==> config.mk <==
export PLATFORM = sky130hd
export DESIGN_NAME = fetch_stage
export DESIGN_NICKNAME = d
export VERILOG_FILES = /design/src/rtl/fetch_stage.sv
export SDC_FILE = /design/constraint.sdc
export NUM_CORES = 1
export LEC_CHECK = 0
export ABC_AREA = 1
export BUFFER_PORTS_ARGS = -buffer_cell sky130_fd_sc_hd__buf_2
export CAP_MARGIN = 20
export CORE_ASPECT_RATIO = 0.8
export CORE_UTILIZATION = 45
export CTS_BUF_LIST = sky130_fd_sc_hd__clkbuf_8
export DETAILED_ROUTE_END_ITERATION = 6
export PLACE_DENSITY = 0.69
export SYNTH_ARGS = -nofsm -noshare
export SYNTH_HDL_FRONTEND = slang
export SYNTH_SLANG_ARGS = --single-unit
==> constraint.sdc <==
create_clock -name clk -period 2.1 [get_ports clk]
set_input_delay 0.42 -clock clk [delete_from_list [all_inputs] [get_ports clk]]
set_output_delay 0.42 -clock clk [all_outputs]
set_load 0.02 [all_outputs]
==> src/rtl/fetch_stage.sv <==
// Instruction-fetch stage: owns the PC, talks to instruction memory over a
// req/ready handshake and feeds one instruction per delivery to the IF/ID buffer.
module fetch_stage #(
  parameter logic [31:0] RESET_PC  = 32'h0000_0000,
  parameter logic [31:0] NOP_INST  = 32'h0000_0000,
  parameter logic [31:0] HALT_INST = 32'h0000_000C
) (
  input  logic        clk,
  input  logic        rst_b,
  input  logic        stall,
  input  logic        redirect_valid,
  input  logic [31:0] redirect_pc,
  output logic        imem_req,
  output logic [31:0] imem_addr,
  input  logic        imem_ready,
  input  logic [31:0] imem_rdata,
  output logic [31:0] inst_if,
  output logic [31:0] pc_if,
  output logic        halted_controller_if,
  output logic        fetch_busy
);

  typedef enum logic [1:0] {REQ, WAIT, HOLD, HALT} state_t;

  state_t      state, state_n;
  logic [31:0] pc, pc_n;
  logic [31:0] hold_reg, hold_reg_n;
  logic        squash, squash_n;
  logic [31:0] inst_n, pc_if_n;
  logic        halted_n;
  logic        deliver;
  logic [31:0] deliver_data;

  assign imem_req   = (state == REQ) && !redirect_valid;
  assign imem_addr  = pc;
  assign fetch_busy = (state == WAIT) || (state == HOLD);

  always_ff @(posedge clk) begin
    if (!rst_b) begin
      state                <= REQ;
      pc                   <= RESET_PC;
      hold_reg             <= 32'h0;
      squash               <= 1'b0;
      inst_if              <= NOP_INST;
      pc_if                <= RESET_PC;
      halted_controller_if <= 1'b0;
    end else begin
      state                <= state_n;
      pc                   <= pc_n;
      hold_reg             <= hold_reg_n;
      squash               <= squash_n;
      inst_if              <= inst_n;
      pc_if                <= pc_if_n;
      halted_controller_if <= halted_n;
    end
  end

  always_comb begin
    state_n      = state;
    pc_n         = pc;
    hold_reg_n   = hold_reg;
    squash_n     = squash;
    deliver      = 1'b0;
    deliver_data = imem_rdata;

    case (state)
      REQ: begin
        if (redirect_valid) pc_n = redirect_pc;
        else                state_n = WAIT;
      end
      WAIT: begin
        if (imem_ready) begin
          // A squashed or concurrently-redirected response is thrown away.
          if (squash || redirect_valid) begin
            squash_n = 1'b0;
            if (redirect_valid) pc_n = redirect_pc;
            state_n = REQ;
          end else if (!stall) begin
            deliver = 1'b1;
          end else begin
            hold_reg_n = imem_rdata;
            state_n    = HOLD;
          end
        end else if (redirect_valid) begin
          squash_n = 1'b1;
          pc_n     = redirect_pc;
        end
      end
      HOLD: begin
        if (redirect_valid) begin
          pc_n    = redirect_pc;
          state_n = REQ;
        end else if (!stall) begin
          deliver      = 1'b1;
          deliver_data = hold_reg;
        end
      end
      HALT: begin
        if (redirect_valid) begin
          pc_n    = redirect_pc;
          state_n = REQ;
        end
      end
      default: state_n = REQ;
    endcase

    if (deliver) begin
      pc_n    = pc + 32'd4;
      state_n = (deliver_data == HALT_INST) ? HALT : REQ;
    end

    // Output register: flush beats delivery, delivery beats bubble, stall freezes.
    inst_n   = inst_if;
    pc_if_n  = pc_if;
    halted_n = halted_controller_if;
    if (redirect_valid) begin
      inst_n   = NOP_INST;
      halted_n = 1'b0;
    end else if (deliver) begin
      inst_n   = deliver_data;
      pc_if_n  = pc;
      halted_n = (deliver_data == HALT_INST);
    end else if (!stall) begin
      inst_n   = NOP_INST;
      halted_n = 1'b0;
    end
  end

endmodule
-- Word-level counts from Yosys, hierarchy flattened
Index checks and enable logic that the tools add are counted.
- $add $sub $neg: 1
- equal/unequal tests: 11
- multiplexer cells: 28
- bitwise operators: 3
- reductions and logical operators: 13
- operators by type and width (cell ; count):
    $mux 32 ; 9
    $pmux 32 s2 ; 1
    $add 32x3->32 const B ; 1
    $eq 32x4->1 const B ; 1
    $mux 2 ; 7
    $mux 1 ; 9
    $ne 4x3->1 const B ; 2
    $ne 3x3->1 const B ; 2
    $pmux 2 s3 ; 1
    $reduce_and 3->1 ; 2
    $eq 2x2->1 const B ; 2
    $ne 2x1->1 const B ; 2
    $reduce_and 4->1 ; 1
    $reduce_or 2->1 ; 2
    $ne 3x1->1 const B ; 1
    $not 1->1 ; 3
    $reduce_or 3->1 ; 1
    $eq 2x1->1 const B ; 1
    $logic_not 2->1 ; 1
    $logic_or 1x1->1 ; 2
    $pmux 1 s2 ; 1
    $reduce_and 2->1 ; 1
    $reduce_bool 2->1 ; 1
    $logic_and 1x1->1 ; 1
    $logic_not 1->1 ; 1
- flip-flop bits (word level): 132
- word-level logic and storage cells: 63

-- Logic depth before layout (Yosys ltp)
- depth in word-level cells: 6
- gate-level depth with buffers: 14

-- Worst setup path before layout
OpenSTA, ideal clock, no wires.
- path type: reg2reg
- start point: register pc[3], in the netlist imem_addr[3]
- end point: register pc[16], in the netlist imem_addr[16]
- library setup time: 0.119 ns
- arrival: 1.645 ns
- required time: 1.981 ns
- path slack: 0.335 ns
- stages on the path, launching flop included: 10
- path buffers: 0
- period minus slack after synthesis: 1.765 ns
- cells stage by stage: dfxtp_1 > ha_1 > nand2_1 > nor2_1 > inv_1 > nor2_1 > nand3_1 > xor2_1 > nand2_1 > a21oi_1
- longest elaborated chain between the ends: 2
- RTL lines (item ; line ; RTL):
    start, declared ; 26 ; logic [31:0] pc, pc_n;
    start signal, assigned ; 49 ; pc <= pc_n;
    $add 32x3->32 ; 108 ; pc_n = pc + 32'd4;
    $mux 32 ; 107 ; if (deliver) begin
No other way between the ends.
A chain may end at the register's enable or synchronous reset.

-- Final worst setup path
- start point: register state[0]
- end point: register state[1]
- longest elaborated chain between the ends: 5
- elaborated cells between the ends (all ways): 16
- those cells by class: 8 x eq/ne; 5 x mux; 3 x reduce/logical
- RTL lines (item ; line ; RTL):
    start, declared ; 25 ; state_t state, state_n;
    start signal, assigned ; 48 ; state <= state_n;
    $eq 2x2->1 ; 66 ; case (state)
    $mux 32 ; 66 ;
    $eq 32x4->1 ; 109 ; state_n = (deliver_data == HALT_INST) ? HALT : REQ;
    $mux 2 ; 109 ;
    $mux 2 ; 107 ;
Several ways; a longest one is shown, not always the timed one.

==> metrics.yaml <==
detailed_routing:
  topRoutingLayerUsed: "met4"
  routed_via_density: 5.19
  drt_iter0_markers: 607
  vias: 7217
  route.met2.wl_um: 8420
  drt_first_pass_iters: 7
  wl_per_cell_um: 14.6
  met3_length_um: 1600
  drt_wl_total_um: 20300
  route.detailed.drc: 16
  final_antenna_net_count: 0
  routedLengthMet1_um: 10100
critical_path:
  arrival_ns: 2.38
  crit_fanout: 8
  critical_path_class: "flip-flop to flip-flop"
  path_cells: "inv_2 -> ha_2 -> inv_2 -> nor2_4 -> clkbuf_16 -> nand3_1 -> nand2_1 -> nand2_1 -> nor2_1 -> nand2_1 -> nor2_1 -> nand3_2 -> a21oi_1"
  crit_top_cell: "nand2_1"
  path_depth: 13
  critPathTopFamily: "simple AND/OR/NAND/NOR gates"
  worstSetupStartpointType: "flip-flop"
  reg2reg_depth: 13
  critPathRequiredTime_ns: 2.50
  path_buf_inv: 3
  worst_path_max_delay_cell: "dfxtp_2"
  end_kind: "flip-flop"
  critPathMaxStageDelay_ns: 0.35
clocking:
  tritoncts.num_buffers: 17
  clk_latency_ns: 0.47
  cts_tree: "done"
  clk_path_buf_depth: 2
  clk_pin_slew_ns: 0.08
  htree_levels: 4
  cts_num_sinks: 132
  clockRootBuffer: "clkbuf_8"
grt:
  overflow: 0
  grt_pass1_vias: 6380
  grt_usage_pct: 26.4
  grt_pass1_wl_um: 32500
  antenna_found_initial: 0
  grt_max_degree: 55
logic_synthesis:
  synth_edf_count: 0
  yosysMostFrequentCell: "nand2_1"
  async_reset_ff_share_pct: 0
  synth.top_cell.area_share_pct: 39.2
  yosys_warnings: 0
  synth_top_cell_by_area: "dfxtp_1"
  synth_seq_cells: 132
  synth_flop_cell: "dfxtp_1"
  syn_area_um2: 6740
  postSynthAreaPerCell_um2: 6.53
  syn_nets: 1106
  synthCells: 1031
  ys_seq_area_share_pct: 39.2
  synthTopCellsByCount: "nand2_1, dfxtp_1, a21oi_1"
  ys_types: 32
  synth.area.top_cells: "dfxtp_1, nand2_1, a21oi_1"
power:
  power.density_nw_per_um2: 826
  ir_worst_vdd_uv: 550
  leakage_uw: 0.00380
  power_uw: 6870
die:
  fp.coreArea_um2: 14400
  ios: 168
  dieArea_um2: 15500
  die_y_um: 111
  rows: 39
  fp.dieW_um: 139
  initial_core_util_pct: 46.6
finish:
  multi_input_area_um2: 3470
  n_fill_cell: 1454
  antennaDiodeCount: 0
  synthToLayoutAreaGrowth_pct: 23.4
  regArea_um2: 2640
  drive_gt1_share_pct: 21.3
  final_nets: 1269
  fin_area_um2: 8310
status:
  status: "finished with violations"
  violations: "design-rule violations"
sta:
  fin_crit_ns: 1.98
  report.final.slew_viol_count: 0
  fmax_mhz: 505
  min_period_over_period_pct: 94.2
  relSlewSlack_pct: 66.4
  rsz0062_at_grt: "yes"
  setup_viol: 0
  hold_viol: 0
  clock_skew_ns: 0.0123
  worst_pin_slew_ns: 0.504
place:
  place_area_um2: 7810
  hpwl_um: 13900
  port_buffers: 167
  gp_congestion: 0.914
job:
  maxCapViolCount: 0
min_path:
  min_path_type: "primary input to flip-flop"
  holdPathStages: 3
[worst reg2reg max path: stages (launching register included)]
cell	delay (ns)
dfxtp_2	0.35
inv_2	0.07
ha_2	0.22
inv_2	0.06
nor2_4	0.23
clkbuf_16	0.21
nand3_1	0.09
nand2_1	0.08
nand2_1	0.06
nor2_1	0.11
nand2_1	0.10
nor2_1	0.13
nand3_2	0.10
a21oi_1	0.13
[report_power, final]
group          switching, µW  total [µW]  internal, µW
clock network           1120        2300          1180
registers                139        2820          2680
logic                   1120        1740           625
total                   2380        6870          4490
[cell type report]
| cell class | instances | share of cell area (%) |
|---|---|---|
| Multi-Input combinational cell | 750 | 41.8 |
| Sequential cell | 132 | 31.8 |
| Timing Repair Buffer | 203 | 14.5 |
| Inverter | 90 | 4.13 |
| Clock buffer | 17 | 2.82 |
| Tap cell | 184 | 2.77 |
| Clock inverter | 15 | 2.18 |
[kinds of logic (layout without fill, tap and decap cells)]
group                    count (synthesis)  in the layout  synth area share [%]
AND/OR/NAND/NOR                        519            519                  31.8
AO/OA/AOI/OAI                          207            207                  16.0
buffers and inverters                  149            325                  9.49
flip-flops                             132            132                  39.2
XOR/XNOR                                18             18                  2.34
adder cells (fa/ha/maj)                  6              6                  1.11
[worst paths after layout]
kind                   startpoint       endpoint  slack, ns
hold reg to reg       hold_reg[9]    hold_reg[9]       0.45
hold / removal    redirect_pc[14]  imem_addr[14]       0.21
setup / recovery         state[0]       state[1]       0.12
setup reg to reg         state[0]       state[1]       0.12
[per-layer routing]
| metal | up-vias | global-route usage (%) |
|---|---|---|
| met1 | 3266 | 38.7 |
| met2 | 271 | 38.7 |
| met5 | - | 0 |
| met3 | 17 | 6.41 |
| li1 | 3663 | - |
| met4 | 0 | 6.30 |
[per-stage QoR]
step           hold slack (ns)  std cells  setup WS (ns)  setup TNS [ns]  utilization, %
2_1_floorplan            0.424       1031          0.335               0               -
3_3_place_gp             0.433       1356          0.160               0            54.1
3_5_place_dp             0.439       1356          0.117               0            54.1
4_1_cts                  0.193       1388          0.102               0            57.0
5_1_grt                  0.224       1391        -0.0407          -0.125            57.5
6_report                 0.206       1391          0.122               0            57.5
[layout by cell type, fill, tap and decap left out, types with 2 or more instances in the layout]
master / synthesis / final
nor3_1: 13 / 12
dfxtp_1: 132 / 131
buf_2: 20 / 167
buf_4: 4 / 29
nand2_4: 2 / 2
o221ai_1: 4 / 4
xor2_1: 18 / 18
a21oi_1: 114 / 114
clkinvlp_4: 0 / 2
nor2_1: 80 / 78
bufinv_16: 0 / 3
clkbuf_16: 0 / 2
inv_4: 1 / 2
nand2_2: 4 / 4
o21ai_1: 7 / 6
inv_2: 4 / 4
o21ai_0: 69 / 69
inv_1: 85 / 84
nand2_1: 330 / 330
nand3b_1: 2 / 2
a31oi_1: 4 / 4
buf_12: 0 / 5
nand4_1: 9 / 9
o211ai_1: 3 / 3
clkinv_4: 0 / 5
nand3_1: 76 / 75
ha_1: 6 / 5
clkbuf_8: 0 / 17
inv_6: 0 / 2
a211oi_1: 2 / 2
nor2_2: 0 / 2
clkinv_2: 0 / 3
[repair_timing]
| action | CTS | global route |
|---|---|---|
| endpoints found under the setup margin | 0 | 12 |
| hold buffers | 0 | 0 |
| endpoints found under the hold margin | 0 | 0 |
| setup buffers | 0 | 1 |
| resized for setup | 0 | 9 |
(Power assumes the default switching activity.)
